## config.mk

```make
export PLATFORM = sky130hd
export DESIGN_NAME = elevator_call_scheduler
export DESIGN_NICKNAME = d
export VERILOG_FILES = /design/src/rtl/elevator_pkg.sv /design/src/rtl/elevator_call_scheduler_door_timer.sv /design/src/rtl/elevator_call_scheduler.sv
export SDC_FILE = /design/constraint.sdc
export NUM_CORES = 1
export LEC_CHECK = 0
export CAP_MARGIN = 20
export CORE_UTILIZATION = 52
export DETAILED_ROUTE_END_ITERATION = 7
export MAX_ROUTING_LAYER = met4
export PLACE_DENSITY = 0.78
export REMOVE_ABC_BUFFERS = 1
export SKIP_CTS_REPAIR_TIMING = 1
export SLEW_MARGIN = 30
export SYNTH_ARGS = -nofsm -noshare
export SYNTH_HDL_FRONTEND = slang
export SYNTH_SLANG_ARGS = --single-unit
export TNS_END_PERCENT = 1
```

## constraint.sdc

```tcl
create_clock -name clk -period 2.8 [get_ports clk]
set_clock_uncertainty 0.05 [all_clocks]
set_input_delay 0.56 -clock clk [delete_from_list [all_inputs] [get_ports clk]]
set_output_delay 0.56 -clock clk [all_outputs]
set_load 0.03 [all_outputs]
```

## src/rtl/elevator_pkg.sv

```systemverilog
// Shared types and helpers for the elevator call scheduler: controller state
// encoding, travel direction constants and the "calls ahead" query.
package elevator_pkg;

  typedef enum logic [1:0] {
    IDLE      = 2'd0,
    MOVING    = 2'd1,
    DOOR_OPEN = 2'd2
  } state_t;

  localparam logic DIR_UP   = 1'b1;
  localparam logic DIR_DOWN = 1'b0;

  // Widest configuration the helper below has to cover.
  localparam int MAX_FLOORS  = 16;
  localparam int MAX_FLOOR_W = 4;

  // True when any pending call lies strictly beyond floor in direction dir.
  // Callers zero-extend narrower masks, so unused floors never count.
  // Indices are compared as integers, so no floor arithmetic can wrap.
  function automatic logic calls_ahead(input logic [MAX_FLOORS-1:0]  pend,
                                       input logic [MAX_FLOOR_W-1:0] floor,
                                       input logic                   dir);
    logic found;
    found = 1'b0;
    for (int i = 0; i < MAX_FLOORS; i++) begin
      if (pend[i]) begin
        if ((dir == DIR_UP) && (i > int'(floor))) found = 1'b1;
        if ((dir == DIR_DOWN) && (i < int'(floor))) found = 1'b1;
      end
    end
    return found;
  endfunction

endpackage

```

## src/rtl/elevator_call_scheduler_door_timer.sv

```systemverilog
// Door dwell timer: a loadable down-counter. Both load (door opens) and
// reload (hall call at the open floor) restart it at DOOR_CYCLES-1. It
// then counts down to zero and holds there. zero tells the controller
// that the dwell has run out.
module door_timer #(
  parameter int DOOR_CYCLES = 8,
  parameter int TIMER_W     = $clog2(DOOR_CYCLES)
) (
  input  logic clk,
  input  logic rst,
  input  logic load,
  input  logic reload,
  output logic zero
);

  localparam logic [TIMER_W-1:0] LOAD_VAL = TIMER_W'(DOOR_CYCLES - 1);

  logic [TIMER_W-1:0] count;

  // Countdown register: restart on load/reload, otherwise decrement to zero.
  always_ff @(posedge clk or posedge rst) begin
    // NOTE: sequential state uses non-blocking assignments so every flop samples pre-edge values.
    if (rst) begin
      count <= '0;
    end else if (load || reload) begin
      count <= LOAD_VAL;
    end else if (count != '0) begin
      count <= count - TIMER_W'(1);
    end
  end

  assign zero = (count == '0);

endmodule

```

## src/rtl/elevator_call_scheduler.sv

```systemverilog
// Central elevator scheduler. It latches debounced hall-call pulses into a
// pending mask. It follows the cabin floor by floor from sensor pulses.
// Travel direction follows SCAN: keep going while calls remain ahead,
// otherwise reverse. Motor, door and busy commands are all registered.
module elevator_call_scheduler
  import elevator_pkg::*;
#(
  parameter int FLOORS      = 4,
  parameter int FLOOR_W     = 2,
  parameter int DOOR_CYCLES = 8
) (
  input  logic               clk,
  input  logic               rst,
  input  logic [FLOORS-1:0]  call_pulse,
  input  logic               floor_pulse,
  output logic               motor_up,
  output logic               motor_down,
  output logic               door_open,
  output logic [FLOOR_W-1:0] cur_floor,
  output logic [FLOORS-1:0]  pending,
  output logic               busy
);

  localparam logic [FLOOR_W-1:0] TOP_FLOOR = FLOOR_W'(FLOORS - 1);

  state_t             state_q, state_d;
  logic               dir_q, dir_d;
  logic [FLOOR_W-1:0] floor_d;
  logic [FLOOR_W-1:0] step_floor;
  logic               step_ok;
  logic [FLOORS-1:0]  pending_d;
  logic [FLOORS-1:0]  served_mask;
  logic [FLOORS-1:0]  cur_mask;
  logic [FLOORS-1:0]  blocked_calls;
  logic               timer_load, timer_reload, timer_zero;
  logic               motor_up_d, motor_down_d, door_open_d, busy_d;

  assign cur_mask = FLOORS'(1) << cur_floor;

  door_timer #(
    .DOOR_CYCLES (DOOR_CYCLES)
  ) u_door_timer (
    .clk    (clk),
    .rst    (rst),
    .load   (timer_load),
    .reload (timer_reload),
    .zero   (timer_zero)
  );

  // Candidate next floor in the travel direction; step_ok is low at the end stops.
  always_comb begin
    if (dir_q == DIR_UP) begin
      step_ok    = (cur_floor != TOP_FLOOR);
      step_floor = cur_floor + FLOOR_W'(1);
    end else begin
      step_ok    = (cur_floor != '0);
      step_floor = cur_floor - FLOOR_W'(1);
    end
  end

  // Next-state logic: SCAN direction choice, floor stepping, stop and dwell decisions.
  always_comb begin
    // NOTE: every signal gets a default first, so no path leaves it unassigned and no latch is inferred.
    state_d      = state_q;
    dir_d        = dir_q;
    floor_d      = cur_floor;
    served_mask  = '0;
    timer_load   = 1'b0;
    timer_reload = 1'b0;
    case (state_q)
      IDLE: begin
        if (pending != '0) begin
          if (pending[cur_floor]) begin
            state_d     = DOOR_OPEN;
            served_mask = cur_mask;
            timer_load  = 1'b1;
          end else begin
            state_d = MOVING;
            if (!calls_ahead(MAX_FLOORS'(pending), MAX_FLOOR_W'(cur_floor), dir_q)) begin
              dir_d = ~dir_q;
            end
          end
        end
      end
      MOVING: begin
        // A pulse that would run past an end floor is ignored entirely.
        if (floor_pulse && step_ok) begin
          floor_d = step_floor;
          if (pending[step_floor]) begin
            state_d     = DOOR_OPEN;
            served_mask = FLOORS'(1) << step_floor;
            timer_load  = 1'b1;
          end else if (!calls_ahead(MAX_FLOORS'(pending), MAX_FLOOR_W'(step_floor), dir_q)) begin
            state_d = IDLE;
          end
        end
      end
      DOOR_OPEN: begin
        // A call at the open floor keeps the door open instead of queueing a new stop.
        if (call_pulse[cur_floor]) begin
          timer_reload = 1'b1;
        end else if (timer_zero) begin
          state_d = IDLE;
        end
      end
      default: begin
        state_d = IDLE;
      end
    endcase
  end

  // Pending mask update: calls at the open door are absorbed, and a served floor's clear beats a same-cycle call.
  always_comb begin
    blocked_calls = (state_q == DOOR_OPEN) ? cur_mask : '0;
    pending_d     = (pending | (call_pulse & ~blocked_calls)) & ~served_mask;
  end

  // Output decode from the next state so motor, door and busy flops stay in step with the state register.
  always_comb begin
    motor_up_d   = (state_d == MOVING) && (dir_d == DIR_UP);
    motor_down_d = (state_d == MOVING) && (dir_d == DIR_DOWN);
    door_open_d  = (state_d == DOOR_OPEN);
    busy_d       = (state_d != IDLE);
  end

  // State and output registers; reset drops motors, door and all calls at once.
  always_ff @(posedge clk or posedge rst) begin
    if (rst) begin
      state_q    <= IDLE;
      dir_q      <= DIR_UP;
      cur_floor  <= '0;
      pending    <= '0;
      motor_up   <= 1'b0;
      motor_down <= 1'b0;
      door_open  <= 1'b0;
      busy       <= 1'b0;
    end else begin
      state_q    <= state_d;
      dir_q      <= dir_d;
      cur_floor  <= floor_d;
      pending    <= pending_d;
      motor_up   <= motor_up_d;
      motor_down <= motor_down_d;
      door_open  <= door_open_d;
      busy       <= busy_d;
    end
  end

endmodule

```

# Word-level counts from Yosys, hierarchy flattened
# Cells that the tools add are included.
# W data, S select, Z words.
# totals
in_bits	7
reg_bits	16
out_inout_bits	10
wordCells	125
# classes
shifts	2
n_addsub	3
magnitude_cmp	14
reduce_logical	24
muxes	61
bitwise	7
eq_ne	5
# op_table
operator	n
$mux W1	40
$mux W4	5
$mux W2	8
$logic_and A1 B1 Y1	15
$and A4 B4 Y4	2
$gt A2 B2 Y1 const A	4
$lt A1 B2 Y1 const A	4
$not A4 Y4	2
$pmux W4 S2	1
$shl A1 B2 Y4 const A	2
$bmux W1 S2	3
$lt A2 B3 Y1 const B	2
$mux W3	2
$pmux W2 S3	1
$reduce_bool A2 Y1	3
$eq A2 B1 Y1 const B	2
$eq A2 B2 Y1 const B	2
$gt A1 B2 Y1 const A	2
$lt A2 B2 Y1 const A	2
$or A4 B4 Y4	1
$reduce_bool A4 Y1	1
$logic_not A3 Y1	1
$reduce_bool A3 Y1	1
$sub A3 B1 Y3 const B	1
8 further kinds	9

# Longest topological paths before layout
# logic_depth
depth_word	23
mapped_depth	8
depth_no_buf	7

# Modules after synthesis
# Synthesis repeated with hierarchy kept, for this count alone.
# hier_totals
cells_unflattened	111
hier_area_um2	1118.6
# by_module_without_submodules
mod	n_inst	seq_area_each_um2	cells_per_inst	area_per_inst_um2
elevator_call_scheduler	1	326.6	94	938.4
door_timer	1	75.1	17	180.2

# Worst setup path after synthesis
# OpenSTA, ideal clock, no wires.
# synth_timing
path_kind	register to register
start	register cur_floor[0]
end	register motor_down
arrival_time_ps	2514
setup_ps	135
setup_slack_ps	101
path_stages_with_launch	9
required_time_ps	2615
path_buffers	1
path_cell_list	dfrtp_1 > buf_6 > inv_1 > ha_1 > xor2_1 > mux2_2 > or2b_1 > a31oi_1 > nor2_1
# synth_between
elab_chain_cells	23
# synth_lines
element	line	source
start, declared	elevator_call_scheduler.sv:19	output logic [FLOOR_W-1:0] cur_floor,
start signal, assigned	elevator_call_scheduler.sv:140	cur_floor <= floor_d;
$sub A2 B1 Y2 / $add A2 B1 Y2 (equally long branches)	elevator_call_scheduler.sv:57, elevator_call_scheduler.sv:54	
$mux W2	elevator_call_scheduler.sv:52	if (dir_q == DIR_UP) begin
$lt A1 B2 Y1	elevator_pkg.sv:29	if ((dir == DIR_DOWN) && (i < int'(floor))) found = 1'b1;
$logic_and A1 B1 Y1	elevator_pkg.sv:29	
$mux W1	elevator_pkg.sv:29	
$mux W1	elevator_pkg.sv:27	if (pend[i]) begin
$mux W1	elevator_pkg.sv:28	if ((dir == DIR_UP) && (i > int'(floor))) found = 1'b1;
$mux W1	elevator_pkg.sv:29	
(+8 left out)	--	
$mux W1	elevator_call_scheduler.sv:70	case (state_q)
$mux W2	elevator_call_scheduler.sv:93	end else if (!calls_ahead(MAX_FLOORS'(pending), MAX_FLOOR_W'(step_floor), dir_q)) begin
$mux W2	elevator_call_scheduler.sv:89	if (pending[step_floor]) begin
$mux W2	elevator_call_scheduler.sv:87	if (floor_pulse && step_ok) begin
$pmux W2 S3	elevator_call_scheduler.sv:70	
$eq A2 B1 Y1	elevator_call_scheduler.sv:121	motor_down_d = (state_d == MOVING) && (dir_d == DIR_DOWN);
$logic_and A1 B1 Y1 (*)	elevator_call_scheduler.sv:121	
net motor_down_d	elevator_call_scheduler.sv:36	logic motor_up_d, motor_down_d, door_open_d, busy_d;
end signal, assigned	elevator_call_scheduler.sv:143	motor_down <= motor_down_d;
end, declared	elevator_call_scheduler.sv:17	output logic motor_down,
# Mark *: on every way through the listed nets, which the timed path passes. The rest lies on a longest branch. The select of a mux whose other input is x is not followed.
# A chain may end at the register's enable or synchronous reset.

# Final worst setup path
# layout_timing
start	register cur_floor[1]
end	register motor_down
# Same word-level chain as after synthesis.

==> flow_summary.ini <==
[hold_path]
worstHoldPathType = flop to flop
min_from = u_door_timer.count[1]
min_to = u_door_timer.count[1]
hold_depth = 2

[worst_setup_path]
reg2reg_to = motor_down
end_kind = flop
worst_ep_arrival_time_ns = 2.59
r2r_cells = 7
start_kind = flop
cp_max_fo = 10
rrSetupSlack_ns = 0.31
crit_required_ns = 2.90
r2r-start = cur_floor[1]
critical_path_class = flop to flop

[routing]
vias = 871
drtIter0Drc = 23
drc = 0
wire_per_inst_um = 15.0
ant_nets = 0
finalWirelength_um = 2310
vias_per_cell = 5.66
first_pass_iters = 4

[synth]
synth-async-reset-ratio_pct = 100
synth.area.mux_share_pct = 8.35
synth_compound_area_share_pct = 16.4
yosys-top-cells-count = 15 x dfrtp_1, 11 x inv_1, 11 x nand2_1
yosysMostFrequentCell = dfrtp_1
synthAdderAreaFrac_pct = 9.28
syn_area_um2 = 1080
yosys.area_share.simple_pct = 19.3
synth_cell_types = 40
synth_seq_cells = 16
synth_top_area_cell = dfrtp_1
synth_top_area_share_pct = 34.8
syn_inst = 109
yosys-top-cells-area = dfrtp_1 35%, ha_1 9.3%, inv_1 3.8%
synth_seq_area_share_pct = 37.2
avgSynthCellArea_um2 = 9.89
synth_edf_count = 0
synth_top_family_by_area = simple AND/OR/NAND/NOR gates
yosysWarnings = 0
synth_ff_type = dfrtp_1
synth_xor_area_share_pct = 2.44

[timing]
period_share_pct = 88.8
hold_viol = 0
finalSetupTns_ns = 0
slew_headroom_pct = 60.7
rsz0062_at_grt = false
setup_violations = 0
min_period_ns = 2.49
drv_slew = 0
max_freq_mhz = 402
worstMarginPinSlew_ns = 0.584

[floorplan]
ioPinCount = 17
start_util_pct = 55.0
dieHeight_um = 47.5
die_w_um = 47.5
fp-row-count = 16
die_area_um2 = 2260
design.core.area_um2 = 1960

[placement]
place.gp.congestion = 0.912
io_buffers = 16
placed_area_um2 = 1250
hpwl_um = 1790

[global_route]
busiest_layer = met2
grt_max_degree = 17
grt-ovfl-total = 0
grt.met1_usage_pct = 31.9
antenna_found_initial = 0
grt_pass1_wl_um = 3520
grt_use_met2_pct = 35.3
grt_pass1_vias = 751
grt.met3_usage_pct = 3.02
grt_use_total_pct = 23.0

[cells_and_area]
syn2layout_area_growth_pct = 19.5
n_antenna_cell = 0
drive_gt1_share_pct = 10.2
num-nets-final = 143
multi_input_area_um2 = 601
design_area_um2 = 1290
fill_cells = 170
ff_latch_area_um2 = 402

[cts]
cts_root_buf = clkbuf_4
clock_path_buffers = 2
cts_tree = done
clkLatencyLatePin_ns = 0.28
clkSinkCount = 16
clkTransAtPathRegs_ns = 0.10
numCtsBuffers = 3
h-tree-depth = 1

[status]
outcome = complete, no violations

[pwr]
ir_worst_vdd_mv = 0.442
powerDensity_nw_per_um2 = 849
power_leakage_nw = 0.558

[run]
max_cap_violations = 0
==> critical path: stages (launching register included) <==
cell and delay, ns:
dfrtp_1 0.54, inv_1 0.14, ha_1 0.34, xor2_1 0.23, mux2_2 0.37, or2b_1 0.24
a31oi_1 0.35, nor2_1 0.09
==> power by group <==
part           switching (mW)  leakage, nW  internal, mW
Combinational           0.305        0.360         0.261
Clock                  0.0722       0.0210        0.0790
Sequential             0.0777        0.177         0.300
==> state kept, by name, indices dropped and copies added (netlist names) <==
register / flops
state_q: 2
pending: 4
dir_q: 1
door_open: 1
busy: 1
cur_floor: 2
motor_down: 1
motor_up: 1
u_door_timer.count: 3
==> through the flow <==
step / cells / hold WS, ns / total power, mW / util, % / worst slack [ns]
floorplan: 105 / 0.417 / 0.761 / - / -0.0398
global placement: 150 / 0.431 / 0.922 / 63.8 / 0.426
detailed placement: 150 / 0.451 / 0.944 / 63.8 / 0.337
CTS: 154 / 0.474 / 1.10 / 65.7 / 0.312
global route: 154 / 0.505 / 1.18 / 65.7 / 0.209
finish: 154 / 0.465 / 1.09 / 65.7 / 0.314
==> per-layer routing <==
layer	part of all wire [%]	vias to the layer above
met5	0	-
met4	0.52	0
met3	4.0	2
met2	49	28
met1	46	420
li1	-	421
==> cell families (layout without fill, tap and decap cells) <==
logic type | Yosys count | count (layout)
AO/OA/AOI/OAI | 26 | 26
XOR/XNOR | 3 | 3
adder cells (fa/ha/maj) | 8 | 8
buffers and inverters | 15 | 33
flip-flops | 16 | 16
multiplexers | 6 | 6
AND/OR/NAND/NOR | 35 | 35
==> area by class of cell <==
type	instances	area share [%]
multi-input combinational	78	46.6
sequential	16	31.2
timing repair buffer	18	13.6
inverter	11	3.20
clock buffer	4	2.82
tap	27	2.62
==> how the worst max path moves through the flow <==
| stage | startpoint | to | slack (ns) | cells past startpoint |
|---|---|---|---|---|
| after floorplan | cur_floor[0] | motor_down | -0.04 | 7 |
| after global placement | cur_floor[1] | motor_down | 0.43 | 7 |
| after detailed placement | cur_floor[1] | motor_down | 0.34 | 7 |
| after CTS | cur_floor[1] | motor_down | 0.31 | 7 |
| after global routing | cur_floor[1] | state_q[0] | 0.21 | 7 |
| final | cur_floor[1] | motor_down | 0.31 | 7 |
==> placed cells by master (no fill, tap or decap), types with 2 or more instances in the layout <==
cell type and count:
inv_1 11, o21ai_0 6, nor3_1 4, clkbuf_4 3, o21bai_1 2, nand2b_1 4
nor2b_1 3, buf_4 2, nor2_1 3, nand2_1 11, ha_1 8, a221oi_1 2
nor4_1 2, mux2i_1 3, xnor2_1 2, a21oi_1 6, a211oi_1 2, clkdlybuf4s50_1 16
dfrtp_1 15
(Power assumes the default switching activity.)
